[src/rtl/psram_qpi_ctrl.sv]
// psram_qpi_ctrl: single-beat 32-bit controller for a QPI PSRAM.
// After reset it switches the device from SPI to QPI mode, then serves one read or write beat at a time.
module psram_qpi_ctrl #(
  parameter int ADDR_WIDTH  = 23,
  parameter int CE_HIGH_CYC = 2
) (
  input  logic                  aclk,
  input  logic                  areset,
  input  logic                  req_valid_i,
  output logic                  req_ready_o,
  input  logic                  req_wen_i,
  input  logic [ADDR_WIDTH-3:0] req_addr_i,
  input  logic [3:0]            req_bm_i,
  input  logic [31:0]           req_wdat_i,
  output logic [31:0]           rsp_rdat_o,
  output logic                  rsp_rvalid_o,
  output logic                  rsp_wack_o,
  output logic                  init_done_o,
  output logic                  ce_n_o,
  output logic                  sclk_o,
  output logic [3:0]            dq_o,
  output logic [3:0]            dq_oe_o,
  input  logic [3:0]            dq_i
);
  typedef enum logic [3:0] {INIT_WAIT, INIT_CMD, IDLE, CMD, ADDR, WDATA, RWAIT, RDATA, CE_HIGH} state_t;
  localparam logic [7:0] QPI_ENTER = 8'h35;
  state_t st, nxt;
  logic [7:0] cnt, len, op, wbyte;
  logic [2:0] k;
  logic [1:0] lo, bsel;
  logic [4:0] aidx;
  logic [3:0] bm_q, rest;
  logic [31:0] wdat_q, rdat_q;
  logic [ADDR_WIDTH-3:0] addr_q;
  logic [23:0] baddr;
  logic wen_q, init_done_q, wack0_q, full, last, accept, active;
  // cnt counts aclk within a state; its LSB is the sclk phase, cnt[3:1] the nibble slot
  always_comb begin
    k = cnt[3:1];
    full = bm_q == 4'hF;
    lo = bm_q[0] ? 2'd0 : bm_q[1] ? 2'd1 : bm_q[2] ? 2'd2 : 2'd3;
    rest = full ? 4'h0 : bm_q & ~(4'b0001 << lo);
    bsel = full ? k[2:1] : lo;
    op = wen_q ? 8'h38 : 8'hEB;
    wbyte = wdat_q[{bsel, 3'b000} +: 8];
    baddr = 24'({addr_q, (wen_q && !full) ? lo : 2'b00});
    aidx = 5'd20 - {k, 2'b00};
    len = (st == INIT_WAIT || st == INIT_CMD || st == RDATA || (st == WDATA && full)) ? 8'd16 :
          (st == CMD || st == WDATA) ? 8'd4 :
          (st == ADDR || st == RWAIT) ? 8'd12 : 8'(CE_HIGH_CYC);
    last = cnt == len - 8'd1;
    accept = req_valid_i && req_ready_o;
  end
  always_comb begin
    nxt = st;
    case (st)
      INIT_WAIT: if (last) nxt = INIT_CMD;
      INIT_CMD:  if (last) nxt = CE_HIGH;
      IDLE:      if (accept && !(req_wen_i && req_bm_i == 4'h0)) nxt = CMD;
      CMD:       if (last) nxt = ADDR;
      ADDR:      if (last) nxt = wen_q ? WDATA : RWAIT;
      WDATA:     if (last) nxt = CE_HIGH;
      RWAIT:     if (last) nxt = RDATA;
      RDATA:     if (last) nxt = CE_HIGH;
      CE_HIGH:   if (last) nxt = (wen_q && rest != 4'h0) ? CMD : IDLE;
      default:   nxt = INIT_WAIT;
    endcase
  end
  always_ff @(posedge aclk or posedge areset)
    if (areset) begin
      st <= INIT_WAIT;
      cnt <= '0;
      init_done_q <= 1'b0;
      wack0_q <= 1'b0;
      wen_q <= 1'b0;
      addr_q <= '0;
      bm_q <= '0;
      wdat_q <= '0;
      rdat_q <= '0;
    end else begin
      st <= nxt;
      cnt <= (nxt == st) ? cnt + 8'd1 : 8'd0;
      if (nxt == IDLE) init_done_q <= 1'b1;
      wack0_q <= accept && req_wen_i && req_bm_i == 4'h0;
      if (accept) begin
        wen_q <= req_wen_i;
        addr_q <= req_addr_i;
        bm_q <= req_bm_i;
        wdat_q <= req_wdat_i;
      end else if (st == CE_HIGH && last) bm_q <= rest;
      if (st == RDATA && cnt[0]) rdat_q[{k[2:1], ~k[0], 2'b00} +: 4] <= dq_i;
    end
  assign active = st inside {INIT_CMD, CMD, ADDR, WDATA, RWAIT, RDATA};
  assign ce_n_o = !active;
  assign sclk_o = active && cnt[0];
  assign dq_oe_o = (st == INIT_CMD) ? 4'b0001 : (st inside {CMD, ADDR, WDATA}) ? 4'hF : 4'h0;
  assign dq_o = (st == INIT_CMD) ? {3'b000, QPI_ENTER[3'd7 - k]} :
                (st == CMD) ? (k[0] ? op[3:0] : op[7:4]) :
                (st == ADDR) ? baddr[aidx +: 4] :
                (st == WDATA) ? (k[0] ? wbyte[3:0] : wbyte[7:4]) : 4'h0;
  assign req_ready_o = st == IDLE && init_done_q;
  assign rsp_rvalid_o = st == CE_HIGH && cnt == 8'd0 && !wen_q && init_done_q;
  assign rsp_wack_o = wack0_q || (st == CE_HIGH && last && wen_q && rest == 4'h0);
  assign init_done_o = init_done_q;
  assign rsp_rdat_o = rdat_q;
endmodule

[config.mk]
export PLATFORM = sky130hd
export DESIGN_NAME = psram_qpi_ctrl
export DESIGN_NICKNAME = d
export VERILOG_FILES = /design/src/rtl/psram_qpi_ctrl.sv
export SDC_FILE = /design/constraint.sdc
export NUM_CORES = 1
export LEC_CHECK = 0
export ABC_AREA = 1
export CAP_MARGIN = 15
export CORE_MARGIN = 8
export CORE_UTILIZATION = 30
export CTS_CLUSTER_SIZE = 12
export DETAILED_ROUTE_END_ITERATION = 10
export GPL_TIMING_DRIVEN = 0
export PLACE_DENSITY = 0.52
export SYNTH_ARGS = -nofsm -noshare
export SYNTH_HDL_FRONTEND = slang
export SYNTH_SLANG_ARGS = --single-unit
[constraint.sdc]
create_clock -name aclk -period 8.31 [get_ports aclk]
set_clock_uncertainty 0.15 [all_clocks]
set_input_delay 0.831 -clock aclk [delete_from_list [all_inputs] [get_ports aclk]]
set_output_delay 0.831 -clock aclk [all_outputs]
set_load 0.005 [all_outputs]
==> out/summary.md, run 1 <==
## Status
* **status** finished, final reports clean

## Synth
* **flip-flop and latch count after synthesis** 104
* **sequential area share after synthesis** 47.5%
* **distinct cell type count after synthesis** 45
* **warning count from the yosys run** 0
* **post-synth design cell area** 5480 sq um
* **Top FF cell, synth** dfrtp_1
* **syn nets** 768
* **post-synthesis instance total** 690
* **number of enable flip-flop cells after synthesis** 0
* **Mean Syn Cell Area** 7.94 sq um
* **Synth async-reset ratio** 100%

## Layout
* **number of filler instances in the final layout** 1883
* **ratio of cells with drive above 1 in the final layout** 7.10%
* **flip-flop and latch area** 2600 sq um
* **Layout Nets** 890
* **diode insertion count for antenna repair** 0
* **Non-Filler Instances** 1046
* **Finished Cell Area** 7190 sq um
* **area delta synth->final** 31.3%
* **most frequent cells in the layout** nand2_1 (225), clkdlybuf4s50_1 (110), dfrtp_1 (104)
* **most common library cell in the layout ignoring fill and taps** nand2_1
* **multi-input gate area in the final layout** 2530 sq um

## Detailed routing
* **detailed-routing iteration count for the pre-antenna-repair pass** 5
* **detailed-route via count** 4942
* **detailed-route DRC error count** 0
* **number of antenna-violating nets in the routed design** 0
* **WL per Instance** 15.6 um
* **iteration-0 DRC count of the detailed router** 245
* **Final Routed Wirelength** 16300 um
* **routed via count divided by cell count** 4.72

## Floorplan
* **Die W** 151 um
* **overall die height** 151 um
* **die area** 22800 sq um
* **area of the core** 18000 sq um
* **initial core utilization** 30.5%
* **row cnt** 49
* **top-level port count** 111

## Global routing
* **number of global-route vias before repair** 5062
* **wire length of the first global-routing pass** 26400 um
* **maximum number of pins on one net before global-route repair** 66
* **overall track demand over capacity in global routing** 14.8%
* **initial antenna violation count** 0
* **GR Overflow Total** 0

## Critical path
* **FF-to-FF End** rsp_rdat_o[5]
* **register-to-register setup slack** 4.92 ns
* **CP Data Required Time** 7.33 ns
* **startpoint of the worst-slack reg-to-reg timing path** cnt[1]
* **Setup crit end kind** output port
* **worst reg-to-reg path cell count** 8
* **Worst Path Max Fanout** 7
* **worst path arrival time** 3.67 ns
* **CP Class** reg2out
* **type of element launching the critical path** flip-flop

## Min path
* **hold endpoint** wdat_q[24]
* **start point of the worst hold path** wdat_q[24]
* **Hold Path Class** reg2reg
* **number of instances on the worst hold path** 2

## Placed design
* **Placed Instances** 1030
* **IO Port Bufs** 110
* **Placer Congestion** 0.868
* **detailed placement HPWL** 12500 um
* **Placed Instance Area** 6900 sq um
* **pre-CTS setup slack** 4.10 ns

## Timing
* **Period minus WS final** 4.65 ns
* **share of the clock period used by the worst path** 56.0%
* **endpoints failing hold** 0
* **setup TNS after final layout** 0 ns
* **headroom to the max-slew limit** 44.7%
* **Final Hold Slack** 0.332 ns
* **top achievable clock speed** 215 MHz
* **transition at the pin with the smallest max-transition slack** 0.829 ns
* **post-route worst setup slack** 3.66 ns
* **count of final setup violators** 0
* **RSZ-0062 raised after global routing** no
* **Max Slew Vio Count** 0

## Clock network
* **buffer type at the clock tree root** clkbuf_16
* **maximum count of clock buffers along a single path** 2
* **TritonCTS clock tree** built
* **TritonCTS sink count** 104
* **CTS resizes** 0
* **TritonCTS Buffers** 9
* **post-CTS clock slew at the launch and capture registers of the worst setup and hold paths** 0.07 ns
* **clock latency on the worst-skew pair** 0.36 ns
* **buffer count from post-CTS setup fixing** 0
* **count of H-tree levels built during CTS** 3
* **number of buffers added to fix hold violations after cts** 0

## Power
* **power density relative to cell area** 315 nW/um^2
* **Leak Pwr** 0.00334 uW
* **Max rail drop VDD** 142 uV

## Flow run
* **maxcap violations** 0

==> how the worst max path moves through the flow <==
stage / end / startpoint / cells past startpoint / slack, ns
detailed placement: rsp_wack_o / st[0] / 12 / 4.10
floorplan: addr_q[0] / areset / 1 / 4.60
CTS: rsp_wack_o / st[0] / 12 / 3.68
finish: rsp_wack_o / st[0] / 12 / 3.66
global placement: addr_q[16] / areset / 2 / 2.84
global route: rsp_wack_o / st[0] / 12 / 3.28
==> layer usage <==
metal / GRT usage (%) / part of all wire, % / wire length (um) / vias up
met1: 18.8 / 45 / 7340 / 2268
met4: 4.45 / 1.9 / 317 / 0
li1: - / - / - / 2506
met3: 4.21 / 6.5 / 1050 / 24
met2: 24.1 / 46 / 7560 / 144
met5: 0 / 0 / 0 / -
==> final cells by class <==
type	count	share of cell area [%]
plain buffers	28	1.74
clock buffers	12	3.43
clock inverters	4	0.730
inverters	59	3.11
multi-input cells	499	35.1
flip-flops and latches	104	36.2
well taps	229	3.98
repair buffers	111	15.7
==> registers in the layout, indices dropped and copies added, names as in the netlist <==
| register | count |
|---|---|
| wen_q | 1 |
| wdat_q | 32 |
| addr_q | 21 |
| cnt | 8 |
| st | 4 |
| init_done_o | 1 |
| bm_q | 4 |
| wack0_q | 1 |
| rsp_rdat_o | 32 |
==> report_power, final <==
group / internal, uW / switching [uW] / total, uW
Clock: 243 / 194 / 438
Sequential: 683 / 117 / 800
Combinational: 426 / 605 / 1030
==> stage by stage <==
stage	util [%]	total power [uW]
floorplan	-	1440
global placement	38.2	1830
detailed placement	38.4	1840
CTS	40.1	2290
global route	40.1	2460
finish	40.1	2270
==> synthesized netlist by cell type (2+ instances only) <==
library cell    n  area, sq um
nand2_1       225          845
dfrtp_1       104         2600
nor2_1         58          218
o21ai_0        54          270
inv_1          50          188
nand3_1        40          200
o211ai_1       17          128
clkbuf_1       15         56.3
a21oi_1        13         65.1
ha_1           13          163
nand4_1        10         62.6
nor3_1          9         45.0
inv_2           8         30.0
o21a_1          8         60.1
buf_2           7         35.0
nor4_1          5         31.3
xor2_1          5         43.8
buf_1           3         11.3
buf_4           3         22.5
nor2_2          3         18.8
nor4_2          3         37.5
o21ai_1         3         15.0
o31ai_1         3         22.5
or2_2           3         18.8
xnor2_1         3         26.3
a21o_1          2         15.0
a22oi_1         2         15.0
nand2_2         2         12.5
nand2_4         2         22.5
nor4_4          2         42.5
==> worst max-delay path, cell delays in order, from the launching register on <==
cell and delay, ns:
dfrtp_1 0.49, inv_2 0.16, nor3_2 0.52, a2111oi_0 0.20
o31ai_1 0.13, ha_1 0.26, xor2_1 0.25, nand2_1 0.08
nand2_1 0.09, nand4_2 0.19, nor2_1 0.23, a21o_1 0.19
clkdlybuf4s50_1 0.51
==> kinds of logic (layout without fill, tap and decap cells) <==
group / after synthesis / in the layout / synth area share, %
AO/OA/AOI/OAI: 110 / 110 / 12.3
AND/OR/NAND/NOR: 368 / 368 / 29.6
XOR/XNOR: 8 / 8 / 1.28
adder cells (fa/ha/maj): 13 / 13 / 2.97
buffers and inverters: 87 / 214 / 6.33
flip-flops: 104 / 104 / 47.5
Power figures use the tool's default switching activity.
==> run 2, diff against run 1 <==
- PLACE_DENSITY: 0.52 -> 0.54
- clock period: 8.31 -> 4 ns (I/O delays scaled with it)
==> out/summary.md, run 2 (synthesis results as in run 1) <==
## Timing
* **headroom to the max-slew limit** 57.7%, +13 points
* **endpoints failing hold** 0, unchanged
* **Period minus WS final** 3.79 ns
* **post-route worst setup slack** 0.213 ns, -3.44 ns
* **setup TNS after final layout** 0 ns, unchanged
* **top achievable clock speed** 264 MHz
* **Max Slew Vio Count** 0, unchanged
* **count of final setup violators** 0, unchanged
* **share of the clock period used by the worst path** 94.7%
* **transition at the pin with the smallest max-transition slack** 0.635 ns, -0.194 ns

## Placed design
* **IO Port Bufs** 110, unchanged
* **pre-CTS setup slack** 0.291 ns, -3.81 ns
* **Placer Congestion** 0.872, +0.48%
* **Placed Instance Area** 6900 sq um, unchanged
* **detailed placement HPWL** 12400 um, -0.76%

## Detailed routing
* **detailed-route DRC error count** 0, unchanged
* **Final Routed Wirelength** 16200 um, -0.23%
* **detailed-routing iteration count for the pre-antenna-repair pass** 4, -1
* **total met3 wirelength after detailed routing** 913 um, -13%
* **WL per Instance** 15.5 um, -0.61%
* **detailed-route via count** 4997, +1.1%
* **met2 WL post-DR** 7460 um, -1.3%
* **iteration-0 DRC count of the detailed router** 296, +21%
* **DRT met1 WL** 7600 um, +3.5%
* **number of antenna-violating nets in the routed design** 0, unchanged
* **top layer reached by signal wires** met4
* **routed via count divided by cell count** 4.76, +0.73%

## Layout
* **most frequent cells in the layout** nand2_1 (225), clkdlybuf4s50_1 (110), dfrtp_1 (102)
* **Layout Nets** 894, +0.45%
* **most common library cell in the layout ignoring fill and taps** nand2_1
* **diode insertion count for antenna repair** 0, unchanged
* **Finished Cell Area** 7330 sq um, +1.8%
* **number of filler instances in the final layout** 1861, -1.2%
* **area delta synth->final** 33.7%
* **ratio of cells with drive above 1 in the final layout** 9.01%, +1.9 points

## Power
* **total power draw** 4900 uW, +120%
* **power density relative to cell area** 669 nW/um^2, +110%
* **Max rail drop VDD** 512 uV, +260%
* **Leak Pwr** 0.00338 uW, +1.2%

## Critical path
* **CP Data Required Time** 3.45 ns, -3.88 ns
* **Setup crit end kind** output port
* **CP Class** reg2out
* **most repeated library cell on the critical path** nor2_1
* **type of element launching the critical path** flip-flop
* **Worst Path Max Fanout** 10, +3
* **worst path arrival time** 3.24 ns, -0.43 ns
* **cell-by-cell listing of the critical path** nor2_1 > inv_2 > nor2_1 > clkbuf_4 > o31ai_1 > ha_1 > nor2_1 > nor2_1 > nand2_1 > nor2_2 > nand4_2 > nor2_4 > a21o_1 > clkdlybuf4s50_1
* **Worst path slowest cell** clkdlybuf4s50_1
* **Largest stage delay, worst path** 0.52 ns, about the same

## Clock network
* **TritonCTS Buffers** 9, unchanged
* **buffer type at the clock tree root** clkbuf_16
* **TritonCTS sink count** 104, unchanged
* **post-CTS clock slew at the launch and capture registers of the worst setup and hold paths** 0.07 ns, about the same
* **TritonCTS clock tree** built
* **maximum count of clock buffers along a single path** 2, unchanged
* **clock latency on the worst-skew pair** 0.36 ns, about the same
* **count of H-tree levels built during CTS** 3, unchanged

## Min path
* **Hold Path Class** in2async

## Floorplan
* **row cnt** 49, unchanged
* **die area** 22800 sq um, unchanged
* **Die W** 151 um, unchanged
* **overall die height** 151 um, unchanged
* **area of the core** 18000 sq um, unchanged
* **top-level port count** 111, unchanged
* **initial core utilization** 30.5%, unchanged

## Global routing
* **GR Overflow Total** 0, unchanged
* **wire length of the first global-routing pass** 26200 um, -0.55%
* **maximum number of pins on one net before global-route repair** 57, -14%
* **number of global-route vias before repair** 5006, -1.1%
* **initial antenna violation count** 0, unchanged
* **overall track demand over capacity in global routing** 14.8%, about the same

## Status
* **status** finished, final reports clean

## Flow run
* **maxcap violations** 0, unchanged

## run 2: cell count changes in the layout (fill, tap and decap cells not counted), moves of 2 or more
cell / before / now
nor2_1: 58 / 56
buf_4: 3 / 7
dfrtp_2: 0 / 2
clkbuf_1: 17 / 14
bufinv_16: 1 / 3
dfrtp_1: 104 / 102
## run 2: path summary, 6_finish.rpt
path	start	end	slack (ns)	depth (start not counted)
worst max-delay path	st[3]	rsp_wack_o	0.21	14
worst min-delay path	areset	wdat_q[8]	0.33	2
worst max register to register	cnt[2]	rsp_rdat_o[9]	0.89	9
worst min register to register	wdat_q[25]	wdat_q[25]	0.33	2
max in group asynchronous	areset	st[0]	2.64	3
min in group aclk	wdat_q[25]	wdat_q[25]	0.33	2
## run 2: power by group
part / leakage, uW / switching, uW / internal, uW
combinational: 0.00197 / 1280 / 911
sequential: 0.00124 / 249 / 1420
clock: 0.000173 / 412 / 633
## run 2: repair_timing
action	in CTS	in global routing
endpoints found under the setup margin	1	5
buffers inserted	0	4
pin swaps	0	2
gates resized for setup	4	13
hold buffers	0	0
## run 2: through the flow
step	hold slack [ns]	util, %	instances
6_report	0.331	40.8	1050
4_1_cts	0.332	40.4	1046
3_5_place_dp	0.314	38.4	1030
5_1_grt	0.356	40.8	1050
3_3_place_gp	0.311	38.2	1029
2_1_floorplan	0.291	-	690
## run 2: layout make-up
cell class                      instances  area, sq um  area share (%)
Timing Repair Buffer                  115         1160            15.8
Sequential cell                       104         2610            35.6
Inverter                               59          230            3.14
Multi-Input combinational cell        499         2560            35.0
Clock inverter                          6          113            1.54
Tap cell                              229          287            3.91
Clock buffer                           10          239            3.26
Buffer                                 28          130            1.78
## run 2: worst max-delay path: cells and delay by family, from the launching register on
kind,cells,cell delay [ns]
simple gates,8,0.98
flops,1,0.47
compound gates,2,0.27
buf+inv,3,0.84
fa+ha+maj,1,0.32
## run 2: metal layers
layer	GRT usage (%)	vias up
li1	-	2509
met1	19.5	2341
met2	23.4	132
met3	4.03	15
met4	4.45	0
met5	0	-
